### config.mk
export PLATFORM = sky130hd
export DESIGN_NAME = load_scoreboard
export DESIGN_NICKNAME = d
export VERILOG_FILES = /design/src/rtl/load_scoreboard_pkg.sv /design/src/rtl/load_scoreboard_ld_dest_fifo.sv /design/src/rtl/load_scoreboard.sv
export SDC_FILE = /design/constraint.sdc
export NUM_CORES = 1
export LEC_CHECK = 0
export ABC_AREA = 1
export BUFFER_PORTS_ARGS = -buffer_cell sky130_fd_sc_hd__buf_2
export CELL_PAD_IN_SITES_DETAIL_PLACEMENT = 0
export CELL_PAD_IN_SITES_GLOBAL_PLACEMENT = 1
export CORE_UTILIZATION = 35
export DETAILED_ROUTE_END_ITERATION = 12
export PLACE_DENSITY = 0.86
export SETUP_SLACK_MARGIN = 0.2
export SKIP_CTS_REPAIR_TIMING = 1
export SYNTH_ARGS = -nofsm -noshare
export SYNTH_HDL_FRONTEND = slang
export SYNTH_SLANG_ARGS = --single-unit
### constraint.sdc
create_clock -name clk -period 2.8 [get_ports clk]
set_input_delay 0 -clock clk [delete_from_list [all_inputs] [get_ports clk]]
set_output_delay 0 -clock clk [all_outputs]
set_load 0.05 [all_outputs]
### src/rtl/load_scoreboard_pkg.sv
// Shared types for the load scoreboard: register index, decoded issue request
// and the default load-queue depth.
package load_scoreboard_pkg;

    localparam int LQ_DEPTH_DEFAULT = 4;

    typedef logic [4:0] reg_idx_t;

    typedef struct packed {
        reg_idx_t rs1;
        reg_idx_t rs2;
        reg_idx_t rd;
        logic     use_rs1;
        logic     use_rs2;
        logic     regw;
        logic     memr;
    } issue_req_t;

endpackage

### src/rtl/load_scoreboard_ld_dest_fifo.sv
// In-order FIFO of load destination registers; the head is the register that
// the next load response will write.
module ld_dest_fifo
    import load_scoreboard_pkg::*;
#(
    parameter int DEPTH = LQ_DEPTH_DEFAULT,
    localparam int PW = $clog2(DEPTH),
    localparam int CW = PW + 1
) (
    input  logic          clk,
    input  logic          reset,
    input  logic          push,
    input  reg_idx_t      push_idx,
    input  logic          pop,
    output reg_idx_t      head,
    output logic [CW-1:0] count,
    output logic          full,
    output logic          empty
);

    reg_idx_t        mem [DEPTH];
    logic [PW-1:0]   wr_ptr;
    logic [PW-1:0]   rd_ptr;

    // Storage carries no reset; only the pointers and count define validity.
    always_ff @(posedge clk) begin
        if (push) begin
            mem[wr_ptr] <= push_idx;
        end
    end

    always_ff @(posedge clk or posedge reset) begin
        if (reset) begin
            wr_ptr <= '0;
            rd_ptr <= '0;
            count  <= '0;
        end else begin
            if (push) begin
                wr_ptr <= wr_ptr + 1'b1;
            end
            if (pop) begin
                rd_ptr <= rd_ptr + 1'b1;
            end
            case ({push, pop})
                2'b10:   count <= count + 1'b1;
                2'b01:   count <= count - 1'b1;
                default: count <= count;
            endcase
        end
    end

    assign head  = mem[rd_ptr];
    assign full  = (count == CW'(DEPTH));
    assign empty = (count == '0);

endmodule

### src/rtl/load_scoreboard.sv
// Issue-side hazard controller: stalls decode on RAW/WAW against loads in flight
// and arbitrates the register-file write port between load responses and the ALU.
module load_scoreboard
    import load_scoreboard_pkg::*;
#(
    parameter int NREG     = 32,
    parameter int LQ_DEPTH = LQ_DEPTH_DEFAULT,
    parameter int XLEN     = 32,
    localparam int CW = $clog2(LQ_DEPTH) + 1
) (
    input  logic            clk,
    input  logic            reset,
    input  logic            id_valid,
    input  logic [4:0]      id_rs1,
    input  logic [4:0]      id_rs2,
    input  logic            id_use_rs1,
    input  logic            id_use_rs2,
    input  logic [4:0]      id_rd,
    input  logic            id_regw,
    input  logic            id_memr,
    output logic            id_stall,
    output logic            id_issue,
    input  logic            alu_wb_valid,
    input  logic [4:0]      alu_wb_rd,
    input  logic [XLEN-1:0] alu_wb_data,
    output logic            alu_wb_ready,
    input  logic            ld_rsp_valid,
    input  logic [XLEN-1:0] ld_rsp_data,
    output logic            rf_we,
    output logic [4:0]      rf_waddr,
    output logic [XLEN-1:0] rf_wdata,
    output logic [CW-1:0]   lq_count,
    output logic            err_orphan_rsp
);

    issue_req_t      req;
    logic [NREG-1:0] pending;
    reg_idx_t        head;
    logic            lq_full;
    logic            lq_empty;
    logic            load_issue;
    logic            rsp_hit;
    logic            raw1;
    logic            raw2;
    logic            waw;

    assign req = '{rs1: id_rs1, rs2: id_rs2, rd: id_rd, use_rs1: id_use_rs1,
                   use_rs2: id_use_rs2, regw: id_regw, memr: id_memr};

    // Hazards look only at registered state: a response clearing a register
    // this cycle still stalls its dependent for one more cycle.
    assign raw1 = req.use_rs1 && (req.rs1 != '0) && pending[req.rs1];
    assign raw2 = req.use_rs2 && (req.rs2 != '0) && pending[req.rs2];
    assign waw  = req.regw && (req.rd != '0) && pending[req.rd];

    assign id_stall   = id_valid && (raw1 || raw2 || waw || (req.memr && req.regw && lq_full));
    assign id_issue   = id_valid && !id_stall;
    assign load_issue = id_issue && req.memr && req.regw;
    assign rsp_hit    = ld_rsp_valid && !lq_empty;

    // Loads to x0 still enter the queue so responses stay matched in order.
    ld_dest_fifo #(.DEPTH(LQ_DEPTH)) u_fifo (
        .clk      (clk),
        .reset    (reset),
        .push     (load_issue),
        .push_idx (req.rd),
        .pop      (rsp_hit),
        .head     (head),
        .count    (lq_count),
        .full     (lq_full),
        .empty    (lq_empty)
    );

    // A set from a new load is applied after the clear so it wins on the same index.
    always_ff @(posedge clk or posedge reset) begin
        if (reset) begin
            pending <= '0;
        end else begin
            if (rsp_hit) begin
                pending[head] <= 1'b0;
            end
            if (load_issue && (req.rd != '0)) begin
                pending[req.rd] <= 1'b1;
            end
        end
    end

    always_ff @(posedge clk or posedge reset) begin
        if (reset) begin
            err_orphan_rsp <= 1'b0;
        end else if (ld_rsp_valid && lq_empty) begin
            err_orphan_rsp <= 1'b1;
        end
    end

    // Load responses cannot be back-pressured, so they always own the write port.
    always_comb begin
        alu_wb_ready = !rsp_hit;
        rf_we        = 1'b0;
        rf_waddr     = alu_wb_rd;
        rf_wdata     = alu_wb_data;
        if (rsp_hit) begin
            rf_we    = (head != '0);
            rf_waddr = head;
            rf_wdata = ld_rsp_data;
        end else begin
            rf_we    = alu_wb_valid && (alu_wb_rd != '0);
        end
    end

endmodule

==> out/results.tsv <==
stage	metric	value	unit
detailed_routing	drt-vias-per-instance	4.932	
grt	track_usage	22.56	%
power_and_ir_drop	p_comb_share	48.9	%
power_and_ir_drop	p_seq_share	28.4	%
floorplanning	initial_core_util	36.55	%
run_status	outcome	finished with violations	
yosys	synth_compound_area_share	6.896	%
yosys	yosys.area.top_type_share	27.22	%
worst_hold_path	min_path_type	in2reg	
sta	skew	5.264	ps
placement	place_ws	280.2	ps
yosys	async_reset_ff_share	66.67	%
floorplanning	fp.dieArea	0.01326	mm²
cells_and_area	drive_gt1_share	21.97	%
sta	worst_pin_slew	543.5	ps
sta	period_share	87.87	%
clocking	clkSlewWorstSetupHoldPaths	60	ps
critical_path	critPathKind	reg2reg	
yosys	syn_nets	810	
placement	numPortBuffers	137	
detailed_routing	ant_nets	0	
floorplanning	die-width	115.2	µm
critical_path	ff2ff_setup_slack	340	ps
worst_hold_path	hold_path_depth	1	
clocking	worstSkewPairLatency	340	ps
yosys	synth-simple-area-share	45.03	%
sta	finalSetupViolCount	0	
yosys	yosysUniqueCellTypes	30	
yosys	synth-seq-cells	60	
critical_path	start_kind	register	
critical_path	critPathLaunch	pending[29]	
sta	maxSlewViolCount	0	
power_and_ir_drop	p_int	0.002303	W
power_and_ir_drop	powerDensity	829.9	mW/mm²
yosys	synth_area_leader_cell	nand2_1	
yosys	synth_area	0.004482	mm²
sta	whs	-19.84	ps
critical_path	cp_data_required_time	3060	ps
floorplanning	io_pins	138	
yosys	postSynthCellCount	711	
cells_and_area	postLayoutCoreUtil	45.82	%
floorplanning	fp.dieH	115.2	µm
run_status	violations	negative hold slack	
cells_and_area	n_antenna_cell	0	
yosys	yosysWarningCount	0	
yosys	synth_most_common_cell	nand2_1	
detailed_routing	drtIter0Drc	495	
detailed_routing	drt_first_pass_iters	5	
power_and_ir_drop	peakVddDrop	0.0004164	V
power_and_ir_drop	swShare	50.59	%
power_and_ir_drop	p_total	0.004662	W
clocking	root_buffer	clkbuf_16	
critical_path	timing.rr.start	pending[29]	
grt	antenna_found_initial	0	
detailed_routing	routed_wl	14640	µm
critical_path	critical_path_arrival	2720	ps
yosys	yosys.area_share.adder	1.843	%
grt	overflow	0	
power_and_ir_drop	pwr-share-clk	22.7	%
placement	routabilityCongestion	0.8649	
sta	max_freq	406.5	MHz
clocking	cts.path.max_buffers	2	
critical_path	r2r-end	u_fifo.count[1]	
cells_and_area	nNetsFinal	945	
placement	dp_hpwl	10900	µm
grt	grt_pass1_wl	23070	µm
worst_hold_path	hp-start	id_rd[3]	
power_and_ir_drop	p_leak	2.998	nW
job	drv_cap	0	
yosys	synth_area_per_cell	6.304	µm²
detailed_routing	post-route-drc-count	0	
yosys	synth_area_leaders	nand2_1 (27%), dfrtp_1 (22%), edfxtp_1 (13%)	
clocking	h-tree-depth	3	
yosys	synth-main-ff-cell	dfrtp_1	
yosys	yosys-top-cells-count	nand2_1 (325), nor2_1 (62), inv_1 (59)	
sta	layout_min_cycle_time	2460	ps
yosys	synth_top_family_by_area	simple AND/OR/NAND/NOR gates	
sta	max_slew_margin	63.77	%
grt	grt_max_degree	41	
yosys	synth_edf_count	20	
cells_and_area	fillers	1292	
detailed_routing	wl_per_cell	14.37	µm
clocking	cts_tree	built	
sta	fin_setup_tns	0	ps
clocking	cts_made_buffers	9	
yosys	synth-xor-area-share	0.5863	%
yosys	synthMuxAreaShare	0	%
critical_path	critPathCaptureType	register	
yosys	seq_area_frac_synth	35.73	%
critical_path	ff2ff_path_depth	16	
floorplanning	core_area	0.01226	mm²
cells_and_area	area_delta_synth_final	25.35	%
sta	rsz0062_at_grt	yes	
sta	hold_viol	6	
power_and_ir_drop	p_switching	0.002359	W
sta	fin_ws	339.7	ps
worst_hold_path	hold_end	u_fifo.mem[3][3]	
detailed_routing	vias	5026	
clocking	cts_sinks	60	
critical_path	cp_max_fo	4	
grt	grt_pass1_vias	4466	
floorplanning	std_cell_rows	40	
## layer usage
metal | share of wire, % | global-route usage [%]
met5 | 0 | 0
met4 | 2.1 | 7.792
met2 | 46 | 38.59
met1 | 45 | 29.18
met3 | 7.2 | 3.110
## through the flow
stage	cells	cell area, µm²	hold slack (ps)
after floorplan	711	4487	98.87
after global placement	998	5276	170.6
after detailed placement	998	5276	168.8
after CTS	1014	5559	-185.3
after global routing	1019	5618	10.64
final	1019	5618	-19.84
## final cells by class
cell class | count | area, µm² | share of cell area (%)
Clock buffer | 9 | 225.2 | 4.009
Clock inverter | 7 | 57.56 | 1.024
Inverter | 64 | 240.2 | 4.276
Multi-Input combinational cell | 556 | 2452 | 43.65
Sequential cell | 60 | 1603 | 28.53
Tap cell | 168 | 210.2 | 3.742
Timing Repair Buffer | 155 | 829.5 | 14.77
## kinds of logic (layout without fill, tap and decap cells)
logic type,count (synthesis),after routing
AND/OR/NAND/NOR,487,487
buffers and inverters,95,235
AO/OA/AOI/OAI,60,60
flip-flops,60,60
adder cells (fa/ha/maj),6,6
XOR/XNOR,3,3
## registers in the layout (all words and copies together) (netlist names)
name	cells
err_orphan_rsp	1
u_fifo.count	3
u_fifo.wr_ptr	2
pending	32
u_fifo.rd_ptr	2
u_fifo.mem	20
## power by group through the flow
| stage | Combinational [W] | Clock [W] | Sequential [W] |
|---|---|---|---|
| 2_1_floorplan | 0.00162 | 0 | 0.00132 |
| 3_3_place_gp | 0.00223 | 0 | 0.00132 |
| 3_5_place_dp | 0.00222 | 0 | 0.00133 |
| 6_report | 0.00228 | 0.00106 | 0.00132 |
| 4_1_cts | 0.00223 | 0.00108 | 0.00132 |
| 5_1_grt | 0.00251 | 0.00112 | 0.00135 |
## cell usage in the layout, fill, tap and decap left out, types with 2 or more instances in the layout
cell type      count
nand2_1          324
buf_2            137
nor2_1            61
inv_1             58
nand3_1           55
o21ai_0           40
dfrtp_1           39
nand4_1           30
edfxtp_1          20
buf_4             15
a21oi_1            9
clkbuf_16          9
nor3_1             8
o21ai_1            7
inv_2              5
ha_1               5
nand2_2            4
inv_6              3
xor2_1             2
clkinvlp_4         2
dlygate4sd3_1      2
## how the worst max path moves through the flow
stage	endpoint	slack [ps]	cells past startpoint
2_1_floorplan	u_fifo.count[2]	370	11
3_5_place_dp	u_fifo.count[2]	280	20
5_1_grt	u_fifo.count[2]	170	18
6_report	u_fifo.count[1]	340	16
3_3_place_gp	u_fifo.count[1]	260	17
4_1_cts	rf_we	270	8
## critical path, cell delays in order (launching register included)
cell and delay [ps]:
dfrtp_1 430, nand2_1 90, o21ai_2 70, nand2_1 60, nand2_1 70, nand2_1 60, nand2_1 60, nor2_2 90
nand2_1 70, nand2_2 80, nand3_2 90, nor3_4 280, nand2_4 70, ha_1 210, inv_2 70, fa_2 430
o21ai_1 150
Note: power is estimated with default switching activity, not from simulation.
